## src/rtl/madgwick_wb_stream.sv

```systemverilog
// Wishbone front end for the attitude filter core: staging registers, sample
// FIFO, valid/ready streaming into the core, latched quaternion results,
// completed-update counter and W1C interrupt status.
module madgwick_wb_stream #(
  parameter int ACC_WIDTH  = 16,
  parameter int GYRO_WIDTH = 16,
  parameter int Q_WIDTH    = 32,
  parameter int DEPTH      = 8,
  parameter int CNT_WIDTH  = 32
) (
  input  logic                                 clk,
  input  logic                                 rst,
  input  logic [5:0]                           adr_i,
  input  logic [31:0]                          dat_i,
  output logic [31:0]                          dat_o,
  input  logic                                 we_i,
  input  logic                                 stb_i,
  input  logic                                 cyc_i,
  output logic                                 ack_o,
  output logic                                 inta_o,
  output logic                                 core_rst_n,
  output logic                                 core_valid_in,
  input  logic                                 core_ready_in,
  output logic [3*ACC_WIDTH+3*GYRO_WIDTH-1:0]  core_sample,
  input  logic                                 core_valid_out,
  output logic                                 core_ready_out,
  input  logic [4*Q_WIDTH-1:0]                 core_q
);

  localparam int SW = 3*ACC_WIDTH + 3*GYRO_WIDTH;
  localparam int AW = $clog2(DEPTH);
  localparam int LW = AW + 1;

  // Word indices (byte address >> 2)
  localparam logic [3:0] R_CTRL   = 4'd0;
  localparam logic [3:0] R_STATUS = 4'd1;
  localparam logic [3:0] R_IRQ    = 4'd2;
  localparam logic [3:0] R_AX     = 4'd3;
  localparam logic [3:0] R_AY     = 4'd4;
  localparam logic [3:0] R_AZ     = 4'd5;
  localparam logic [3:0] R_WX     = 4'd6;
  localparam logic [3:0] R_WY     = 4'd7;
  localparam logic [3:0] R_WZ     = 4'd8;
  localparam logic [3:0] R_PUSH   = 4'd9;
  localparam logic [3:0] R_QW     = 4'd10;
  localparam logic [3:0] R_QX     = 4'd11;
  localparam logic [3:0] R_QY     = 4'd12;
  localparam logic [3:0] R_QZ     = 4'd13;
  localparam logic [3:0] R_COUNT  = 4'd14;

  typedef enum logic [1:0] {S_IDLE, S_ISSUE, S_WAIT} state_t;

  state_t state, state_nx;

  logic [3:0] idx;
  logic       valid_wb, acc, wr, rd;
  logic       wr_ctrl, wr_irq, push_req;
  logic [31:0] rdata;

  logic en_q, cont_q, ien_done, ien_ovf;
  logic en_next, flush, start_pend;

  logic [SW-1:0] mem [DEPTH];
  logic [AW-1:0] wr_ptr, rd_ptr;
  logic [LW-1:0] level;
  logic          full, empty, pop, push_ok, ovf_evt, res_fire;
  logic [SW-1:0] sample_hold;

  logic [2:0][ACC_WIDTH-1:0]  stg_a;
  logic [2:0][GYRO_WIDTH-1:0] stg_g;
  logic [3:0][Q_WIDTH-1:0]    q_r;
  logic [CNT_WIDTH-1:0]       count;
  logic                       irq_done, irq_ovf;

  // Byte-lane bits and upper write-data bits are not decoded
  logic unused_bits;
  assign unused_bits = ^{adr_i[1:0], dat_i};

  // Bus decode: an access is taken in the cycle its ack is being registered
  assign idx      = adr_i[5:2];
  assign valid_wb = cyc_i & stb_i;
  assign acc      = valid_wb & ~ack_o;
  assign wr       = acc & we_i;
  assign rd       = acc & ~we_i;
  assign wr_ctrl  = wr & (idx == R_CTRL);
  assign wr_irq   = wr & (idx == R_IRQ);
  assign push_req = wr & (idx == R_PUSH);

  // Enable as it will be next cycle; disabling flushes and resets everything
  assign en_next = wr_ctrl ? dat_i[0] : en_q;
  assign flush   = (wr_ctrl & dat_i[5]) | ~en_next;

  assign full    = (level == LW'(DEPTH));
  assign empty   = (level == '0);
  assign push_ok = push_req & (~full | pop);
  assign ovf_evt = push_req & full & ~pop;

  assign core_sample = sample_hold;
  assign inta_o      = (irq_done & ien_done) | (irq_ovf & ien_ovf);

  // Wishbone ack (one wait state) and registered read data
  always_ff @(posedge clk) begin
    if (rst) begin
      ack_o <= 1'b0;
      dat_o <= '0;
    end else begin
      ack_o <= acc;
      if (rd) dat_o <= rdata;
    end
  end

  // Read mux, unmapped words read 0
  always_comb begin
    rdata = '0;
    case (idx)
      R_CTRL:   rdata = {26'd0, 1'b0, ien_ovf, ien_done, 1'b0, cont_q, en_q};
      R_STATUS: rdata = {16'd0, 8'(level), 5'd0, full, empty, state != S_IDLE};
      R_IRQ:    rdata = {30'd0, irq_ovf, irq_done};
      R_AX:     rdata = 32'(stg_a[0]);
      R_AY:     rdata = 32'(stg_a[1]);
      R_AZ:     rdata = 32'(stg_a[2]);
      R_WX:     rdata = 32'(stg_g[0]);
      R_WY:     rdata = 32'(stg_g[1]);
      R_WZ:     rdata = 32'(stg_g[2]);
      R_QW:     rdata = 32'(q_r[0]);
      R_QX:     rdata = 32'(q_r[1]);
      R_QY:     rdata = 32'(q_r[2]);
      R_QZ:     rdata = 32'(q_r[3]);
      R_COUNT:  rdata = 32'(count);
      default:  rdata = '0;
    endcase
  end

  // CTRL bits, core reset follows the enable value being written
  always_ff @(posedge clk) begin
    if (rst) begin
      en_q       <= 1'b0;
      cont_q     <= 1'b0;
      ien_done   <= 1'b0;
      ien_ovf    <= 1'b0;
      core_rst_n <= 1'b0;
      start_pend <= 1'b0;
    end else begin
      if (wr_ctrl) begin
        en_q     <= dat_i[0];
        cont_q   <= dat_i[1];
        ien_done <= dat_i[3];
        ien_ovf  <= dat_i[4];
      end
      core_rst_n <= en_next;
      start_pend <= en_next & ((wr_ctrl & dat_i[2]) | (start_pend & ~pop));
    end
  end

  // Staging registers for the next sample to push
  always_ff @(posedge clk) begin
    if (rst) begin
      stg_a <= '0;
      stg_g <= '0;
    end else if (wr) begin
      case (idx)
        R_AX:    stg_a[0] <= dat_i[ACC_WIDTH-1:0];
        R_AY:    stg_a[1] <= dat_i[ACC_WIDTH-1:0];
        R_AZ:    stg_a[2] <= dat_i[ACC_WIDTH-1:0];
        R_WX:    stg_g[0] <= dat_i[GYRO_WIDTH-1:0];
        R_WY:    stg_g[1] <= dat_i[GYRO_WIDTH-1:0];
        R_WZ:    stg_g[2] <= dat_i[GYRO_WIDTH-1:0];
        default: ;
      endcase
    end
  end

  // FIFO storage; packed staging order gives {w_z..w_x, a_z..a_x}
  always_ff @(posedge clk) begin
    if (push_ok & ~flush) mem[wr_ptr] <= {stg_g, stg_a};
  end

  // FIFO pointers and level; a flush overrides any same-cycle push or pop
  always_ff @(posedge clk) begin
    if (rst || flush) begin
      wr_ptr <= '0;
      rd_ptr <= '0;
      level  <= '0;
    end else begin
      if (push_ok) wr_ptr <= wr_ptr + AW'(1);
      if (pop)     rd_ptr <= rd_ptr + AW'(1);
      level <= level + LW'(push_ok) - LW'(pop);
    end
  end

  // Streaming FSM next state; disable forces IDLE and drops any result
  always_comb begin
    state_nx = state;
    pop      = 1'b0;
    res_fire = 1'b0;
    case (state)
      S_IDLE:
        if (en_q && !flush && !empty && (cont_q || start_pend)) begin
          pop      = 1'b1;
          state_nx = S_ISSUE;
        end
      S_ISSUE:
        if (core_valid_in && core_ready_in) state_nx = S_WAIT;
      S_WAIT:
        if (core_valid_out && core_ready_out) begin
          res_fire = 1'b1;
          state_nx = S_IDLE;
        end
      default: state_nx = S_IDLE;
    endcase
    if (!en_next) begin
      state_nx = S_IDLE;
      pop      = 1'b0;
      res_fire = 1'b0;
    end
  end

  // State register with registered handshake decodes
  always_ff @(posedge clk) begin
    if (rst) begin
      state          <= S_IDLE;
      core_valid_in  <= 1'b0;
      core_ready_out <= 1'b0;
    end else begin
      state          <= state_nx;
      core_valid_in  <= (state_nx == S_ISSUE);
      core_ready_out <= (state_nx == S_WAIT);
    end
  end

  // Head sample held stable for the whole ISSUE phase
  always_ff @(posedge clk) begin
    if (rst)      sample_hold <= '0;
    else if (pop) sample_hold <= mem[rd_ptr];
  end

  // Result capture and update counter
  always_ff @(posedge clk) begin
    if (rst) begin
      q_r   <= '0;
      count <= '0;
    end else if (res_fire) begin
      q_r   <= core_q;
      count <= count + CNT_WIDTH'(1);
    end
  end

  // Interrupt status: hardware set beats a same-cycle W1C
  always_ff @(posedge clk) begin
    if (rst) begin
      irq_done <= 1'b0;
      irq_ovf  <= 1'b0;
    end else begin
      irq_done <= res_fire | (irq_done & ~(wr_irq & dat_i[0]));
      irq_ovf  <= ovf_evt  | (irq_ovf  & ~(wr_irq & dat_i[1]));
    end
  end

endmodule
```

## config.mk

```make
export PLATFORM = sky130hd
export DESIGN_NAME = madgwick_wb_stream
export DESIGN_NICKNAME = d
export VERILOG_FILES = /design/src/rtl/madgwick_wb_stream.sv
export SDC_FILE = /design/constraint.sdc
export NUM_CORES = 1
export LEC_CHECK = 0
export ABC_AREA = 0
export CAP_MARGIN = 0
export CORE_ASPECT_RATIO = 1.2
export CORE_MARGIN = 5
export CORE_UTILIZATION = 45
export CTS_CLUSTER_DIAMETER = 200
export DETAILED_ROUTE_END_ITERATION = 8
export PLACE_DENSITY = 0.63
export SYNTH_ARGS = -nofsm -noshare
export SYNTH_HDL_FRONTEND = slang
export SYNTH_SLANG_ARGS = --single-unit
```

## constraint.sdc

```tcl
create_clock -name clk -period 44.7 [get_ports clk]
set_clock_uncertainty 0.2 [all_clocks]
set_input_delay 8.94 -clock clk [delete_from_list [all_inputs] [get_ports clk]]
set_output_delay 8.94 -clock clk [all_outputs]
set_load 0.005 [all_outputs]
```

==> results of run 1 <==
[how the worst max path moves through the flow]
stage                   from          to  cells past startpoint
finish              adr_i[2]  mem[3][26]                      9
global placement    adr_i[3]  mem[3][48]                      9
CTS                 adr_i[3]  mem[3][43]                      9
floorplan           adr_i[2]   mem[2][0]                      7
detailed placement  adr_i[3]  mem[3][51]                      9
global route        adr_i[3]  mem[3][39]                      9
[per-stage QoR]
stage / hold slack, ps / instances / util [%] / setup slack (ps) / total power [mW]
5_1_grt: 273 / 4708 / 53.0 / 31370 / 2.20
3_3_place_gp: 242 / 4497 / 49.3 / 30870 / 1.20
3_5_place_dp: 248 / 4497 / 49.3 / 30860 / 1.20
4_1_cts: 256 / 4708 / 53.0 / 31580 / 2.14
2_1_floorplan: 233 / 3097 / - / 23660 / 1.18
6_report: 257 / 4714 / 53.0 / 31550 / 2.13
[registers in the layout (all words and copies together) (netlist names), 2 cells and up]
| name | cells |
|---|---|
| stg_a | 48 |
| count | 32 |
| wr_ptr | 3 |
| level | 4 |
| rd_ptr | 3 |
| core_sample | 96 |
| q_r | 128 |
| stg_g | 48 |
| mem | 768 |
| dat_o | 32 |
| state | 2 |
[cell families (layout without fill, tap and decap cells)]
family	Yosys count	in the layout	share of synthesized area, %
flip-flops	1174	1174	69.4
AND/OR/NAND/NOR	782	782	7.59
AO/OA/AOI/OAI	585	585	8.40
multiplexers	295	295	11.9
buffers and inverters	241	562	2.19
XOR/XNOR	11	11	0.214
adder cells (fa/ha/maj)	9	9	0.267
other	0	6	0
[final cells by class]
class | instances | area (µm²) | area share [%]
Clock buffer | 161 | 3170 | 6.01
Multi-Input combinational cell | 1682 | 12900 | 24.5
Tap cell | 1290 | 1610 | 3.06
Timing Repair Buffer | 335 | 3250 | 6.16
Antenna cell | 6 | 15.0 | 0.0285
Clock inverter | 50 | 549 | 1.04
Sequential cell | 1174 | 31200 | 59.1
Inverter | 16 | 60.1 | 0.114
[cell usage in the layout, fill, tap and decap left out, drive strengths merged, types with 9 or more instances in the layout]
cell type      count
nor2             130
or4               12
buf               49
mux2i            100
a221oi            26
clkinv            32
a21oi            283
edfxtp           768
inv               19
nand3             30
a222oi            23
nand2            513
and3              10
clkbuf           161
o31ai             14
clkdlybuf4s50    286
nand4              9
a22o              25
or3                9
bufinv             9
a211oi           100
o21ai             28
a21o              17
mux4             192
dfxtp            406
a22oi             37
[power by group through the flow]
| stage | combinational, mW | sequential [mW] | clock, mW |
|---|---|---|---|
| after floorplan | 0.0115 | 1.17 | 0 |
| after global placement | 0.0333 | 1.17 | 0 |
| after detailed placement | 0.0335 | 1.17 | 0 |
| after CTS | 0.0336 | 1.14 | 0.967 |
| after global routing | 0.0353 | 1.14 | 1.02 |
| final | 0.0341 | 1.14 | 0.948 |
[synth_stat cells (4+ instances only)]
master      n
o21ai_0    26
o31ai_1    14
buf_1      10
xnor2_1     8
a22oi_1    37
a21oi_1   283
nor3_1      4
nor4_1      6
nand4_1     9
ha_1        8
dfxtp_1   406
a22o_1     25
a21o_1     17
or3_1       9
and2_1      6
clkbuf_1  155
nand2_1   513
nor4b_1     4
a221oi_1   26
nand3_1    29
nand3b_1    5
buf_2      58
mux4_2    192
nor2b_1     7
nor4bb_1    5
a41o_1      6
a222oi_1   23
a211oi_1  100
and4b_1     6
mux2i_1   100
edfxtp_1  768
nor2_1    130
and3_1     10
or4_1      11
inv_1      16
[per-layer routing]
metal / part of all wire (%) / GRT usage (%) / routed length, µm
met1: 40 / 29.5 / 48600
met2: 49 / 38.0 / 59800
met3: 7.6 / 4.88 / 9330
met4: 4.1 / 8.69 / 5080
met5: 0.056 / 0 / 69
[worst reg2reg max path: stages (launching register included)]
cell and delay, ps:
dfxtp_1 330, and4b_1 240, buf_4 290, nand3_2 190, o21ai_0 730, nand3_1 330, nor2_4 160, buf_4 770
buf_4 780
==> flow_summary.ini, run 1 <==
[critical_path]
worstSetupPathType = in2reg
r2r_start = ack_o
cp.arrival_ps = 13240
rr_worst_depth = 8
crit_slowest_cell = buf_4
ff2ff_setup_slack_ps = 40260
critPathTopFamily = buffers and inverters
path_max_fanout = 53
slowest_delay_ps = 770
path_common_cell = buf_4
critPathBufInv = 4
startpoint_type = input port
worstPathCellList = clkdlybuf4s50_1 > buf_4 > nor4_4 > nand3_2 > o21ai_0 > nand3_1 > nor2_4 > buf_4 > buf_4
required_ps = 44790
timing.rr.end = mem[3][26]
crit_path_end_kind = flop

[sta]
finalSetupViolCount = 0
setup_tns_ps = 0
hold_violations = 0
relSlewSlack_pct = 6.23
rsz0062_at_grt = false
tightest_slew_ps = 1410
period_minus_slack_ps = 13150
fin_crit_sh_pct = 29.4
max_freq_ghz = 0.0760
drv_slew = 0

[global_route]
antenna_found_initial = 12
grt_start_max_net_pins = 219
grt_use_total_pct = 22.8
grt_overflow = 0
grt_pass1_wl_um = 182000
grt_pass1_vias = 27436

[logic_synthesis]
yosysTopAreaCell = edfxtp_1
syn_nets = 3279
postSynthCellCount = 3097
synth_top_area_share_pct = 51.3
ys.flop_type = edfxtp_1
synthTopCellsByArea = edfxtp_1 51%, dfxtp_1 18%, mux4_2 9.6%, nand2_1 4.3%, a21oi_1 3.2%
ys_seq_area_share_pct = 69.4
synth_seq_cells = 1174
synth_edf_count = 768
ys_types = 75
ys_warn_count = 0
syn_area_um2 = 44900
synth_area_per_cell_um2 = 14.5
synth-async-reset-ratio_pct = 0

[routing]
drc_errors = 0
vias = 27273
drt-initial-drc-count = 2875
final_antenna_net_count = 0
drt_wl_total_um = 123000
wl_per_cell_um = 26.1
viasPerCell = 5.79
drtPass1Iterations = 6

[floorplanning]
die_w_um = 298
io_pins = 306
core_area_um2 = 99500
num_rows = 127
start_util_pct = 45.2
die-area_um2 = 106000
die_y_um = 356

[power_and_ir_drop]
pwr-share-clk_pct = 44.6
power.share.combinational_pct = 1.6
seq_power_share_pct = 53.8
p_sw_share_pct = 19.9
ir_drop_mv = 0.0315
p_int_mw = 1.70
power_density_nw_per_um2 = 40.3
netSwitchingPower_mw = 0.422
p_leak_nw = 17.6

[placement]
numPortBuffers = 287
hpwl_um = 78800
placed_area_um2 = 49000
place.gp.congestion = 0.919

[worst_hold_path]
hold_path_depth = 2
hp-start = q_r[59]
hold_end = q_r[59]
hp-class = reg2reg

[flow_run]
drv_cap = 0

[cts]
h-tree-depth = 3
clkTransAtPathRegs_ps = 60
ctsRootBufferMaster = clkbuf_16
cts_sinks = 1174
holdBufCountCts = 0
cts_resized = 0
cts_buffers = 111
clockBufferDepth = 3
insertion_delay_ps = 680
cts_tree = yes
cts_post_setup_buffers_inserted = 0

[finish]
stdcell_area_um2 = 52800
fill_cells = 8119
nNetsFinal = 3502
drive_above_1_share_pct = 12.9
area_growth_pct = 17.4

[outcome]
status = completed
No activity file was read; power rests on OpenSTA's default activity.
==> run 2: changes to the inputs <==
- clock period: 44.7 -> 12.2 ns (I/O delays scaled with it)
==> run 2 against run 1 <==
Sequential power grew to 3.7 times the previous value. First-iteration DRC count shrank 11%. Total power grew to 3.6 times the previous value. Routed wire length shrank 0.79%. Combinational power grew to 3.6 times the previous value. Hold slack lost 1.2 ps. Cell count shrank 0.32%. Global-route usage shrank 0.12 points. Largest cell class unchanged.
==> flow_summary.ini, run 2 (synthesized netlist as in run 1, its figures left out) <==
[floorplanning]
die-area_um2 = 106000
start_util_pct = 45.2
die_w_um = 298
io_pins = 306
die_y_um = 356
core_area_um2 = 99500
num_rows = 127

[finish]
nNetsFinal = 3495
area_growth_pct = 17.1
drive_above_1_share_pct = 12.6
regMostFlops = mem
fill_cells = 8154
most-common-layout-cells = 768 x edfxtp_1, 513 x nand2_1, 403 x dfxtp_1, 286 x clkdlybuf4s50_1, 282 x a21oi_1
largest_reg_flops = 768
layout_commonest_cell = edfxtp_1
final_util_pct = 52.9

[power_and_ir_drop]
power_density_nw_per_um2 = 146
p_leak_nw = 17.5
ir_drop_mv = 0.125

[routing]
drt-initial-drc-count = 2546
wl_per_cell_um = 25.9
drc_errors = 0
drt_wl_total_um = 122000
route.layer.met1.wl_um = 48300
met2WireLength_um = 58900
viasPerCell = 5.81
drtPass1Iterations = 6
vias = 27313
final_antenna_net_count = 0
wl_met3_um = 8670
highest_layer = met5

[global_route]
antenna_found_initial = 13
grt_pass1_vias = 27718
grt_use_total_pct = 22.7
grt_pass1_wl_um = 182000
grt_start_max_net_pins = 151
grt_overflow = 0

[outcome]
status = completed

[critical_path]
path_max_fanout = 51
cp-startpoint = we_i
worstSetupPathType = in2reg
required_ps = 12280
ff2ff_setup_slack_ps = 7520
r2r_start = ack_o
crit_path_end_kind = flop
startpoint_type = input port
cp.arrival_ps = 6670

[placement]
place.gp.congestion = 0.898
hpwl_um = 78300
numPortBuffers = 287

[cts]
cts_resized = 0
cts_tree = yes
cts_post_setup_buffers_inserted = 0
clkTransAtPathRegs_ps = 60
ctsRootBufferMaster = clkbuf_16
insertion_delay_ps = 690
cts_buffers = 110
cts_sinks = 1174
holdBufCountCts = 0
h-tree-depth = 3
clockBufferDepth = 3

[sta]
hold_violations = 0
period_minus_slack_ps = 6590
max_freq_ghz = 0.152
tightest_slew_ps = 1250
drv_slew = 0
setup_tns_ps = 0
rsz0062_at_grt = false
fin_crit_sh_pct = 54.0
relSlewSlack_pct = 16.9
finalSetupViolCount = 0

[worst_hold_path]
hp-start = q_r[78]
hp-class = reg2reg

[flow_run]
drv_cap = 0
-- run 2: cell types whose count changed in the layout (fill, tap and decap cells not counted), sizes merged --
cell	previous run	this run
diode	6	3
clkinvlp	6	4
clkinv	32	39
inv	19	23
clkbuf	161	146
buf	49	43
-- run 2: final timing paths --
kind	endpoint	depth (start not counted)
setup / recovery	mem[2][94]	8
hold / removal	q_r[78]	2
setup reg to reg	mem[2][94]	7
hold reg to reg	q_r[78]	2
-- run 2: cell type report --
type                       count  area (µm²)  share of cell area, %
antenna                        3        7.51                 0.0143
tap                         1290        1610                   3.07
sequential                  1174       31200                   59.3
multi-input combinational   1682       12900                   24.6
clock buffer                 146        3010                   5.72
clock inverter                59         553                   1.05
inverter                      16        60.1                  0.114
timing repair buffer         329        3230                   6.14
-- run 2: per-stage QoR --
stage	hold slack [ps]	area [µm²]	cells	total power [mW]	worst slack, ps
finish	255	52600	4699	7.70	5610
global route	268	52600	4696	7.94	5330
CTS	255	52600	4696	7.76	5580
detailed placement	246	49000	4491	4.40	4870
global placement	240	49000	4491	4.40	4950
floorplan	233	45000	3097	4.32	1040
-- run 2: per-layer routing --
metal | global-route usage [%] | vias to the layer above
met5 | 0 | -
met3 | 4.82 | 248
met4 | 9.97 | 16
met1 | 28.8 | 13775
li1 | - | 12275
met2 | 37.8 | 999
-- run 2: critical path, stage by stage --
cell and delay, ps:
clkdlybuf4s50_1 500, and4b_1 830, nand3_1 280, a21oi_1 410
nand2b_1 300, nor4b_4 270, buf_4 640, buf_4 840
-- run 2: where the power goes --
part / internal (mW) / total (mW) / switching [mW]
combinational: 0.0540 / 0.124 / 0.0701
sequential: 4.19 / 4.19 / 0.00480
clock: 1.93 / 3.39 / 1.46
total: 6.17 / 7.70 / 1.54
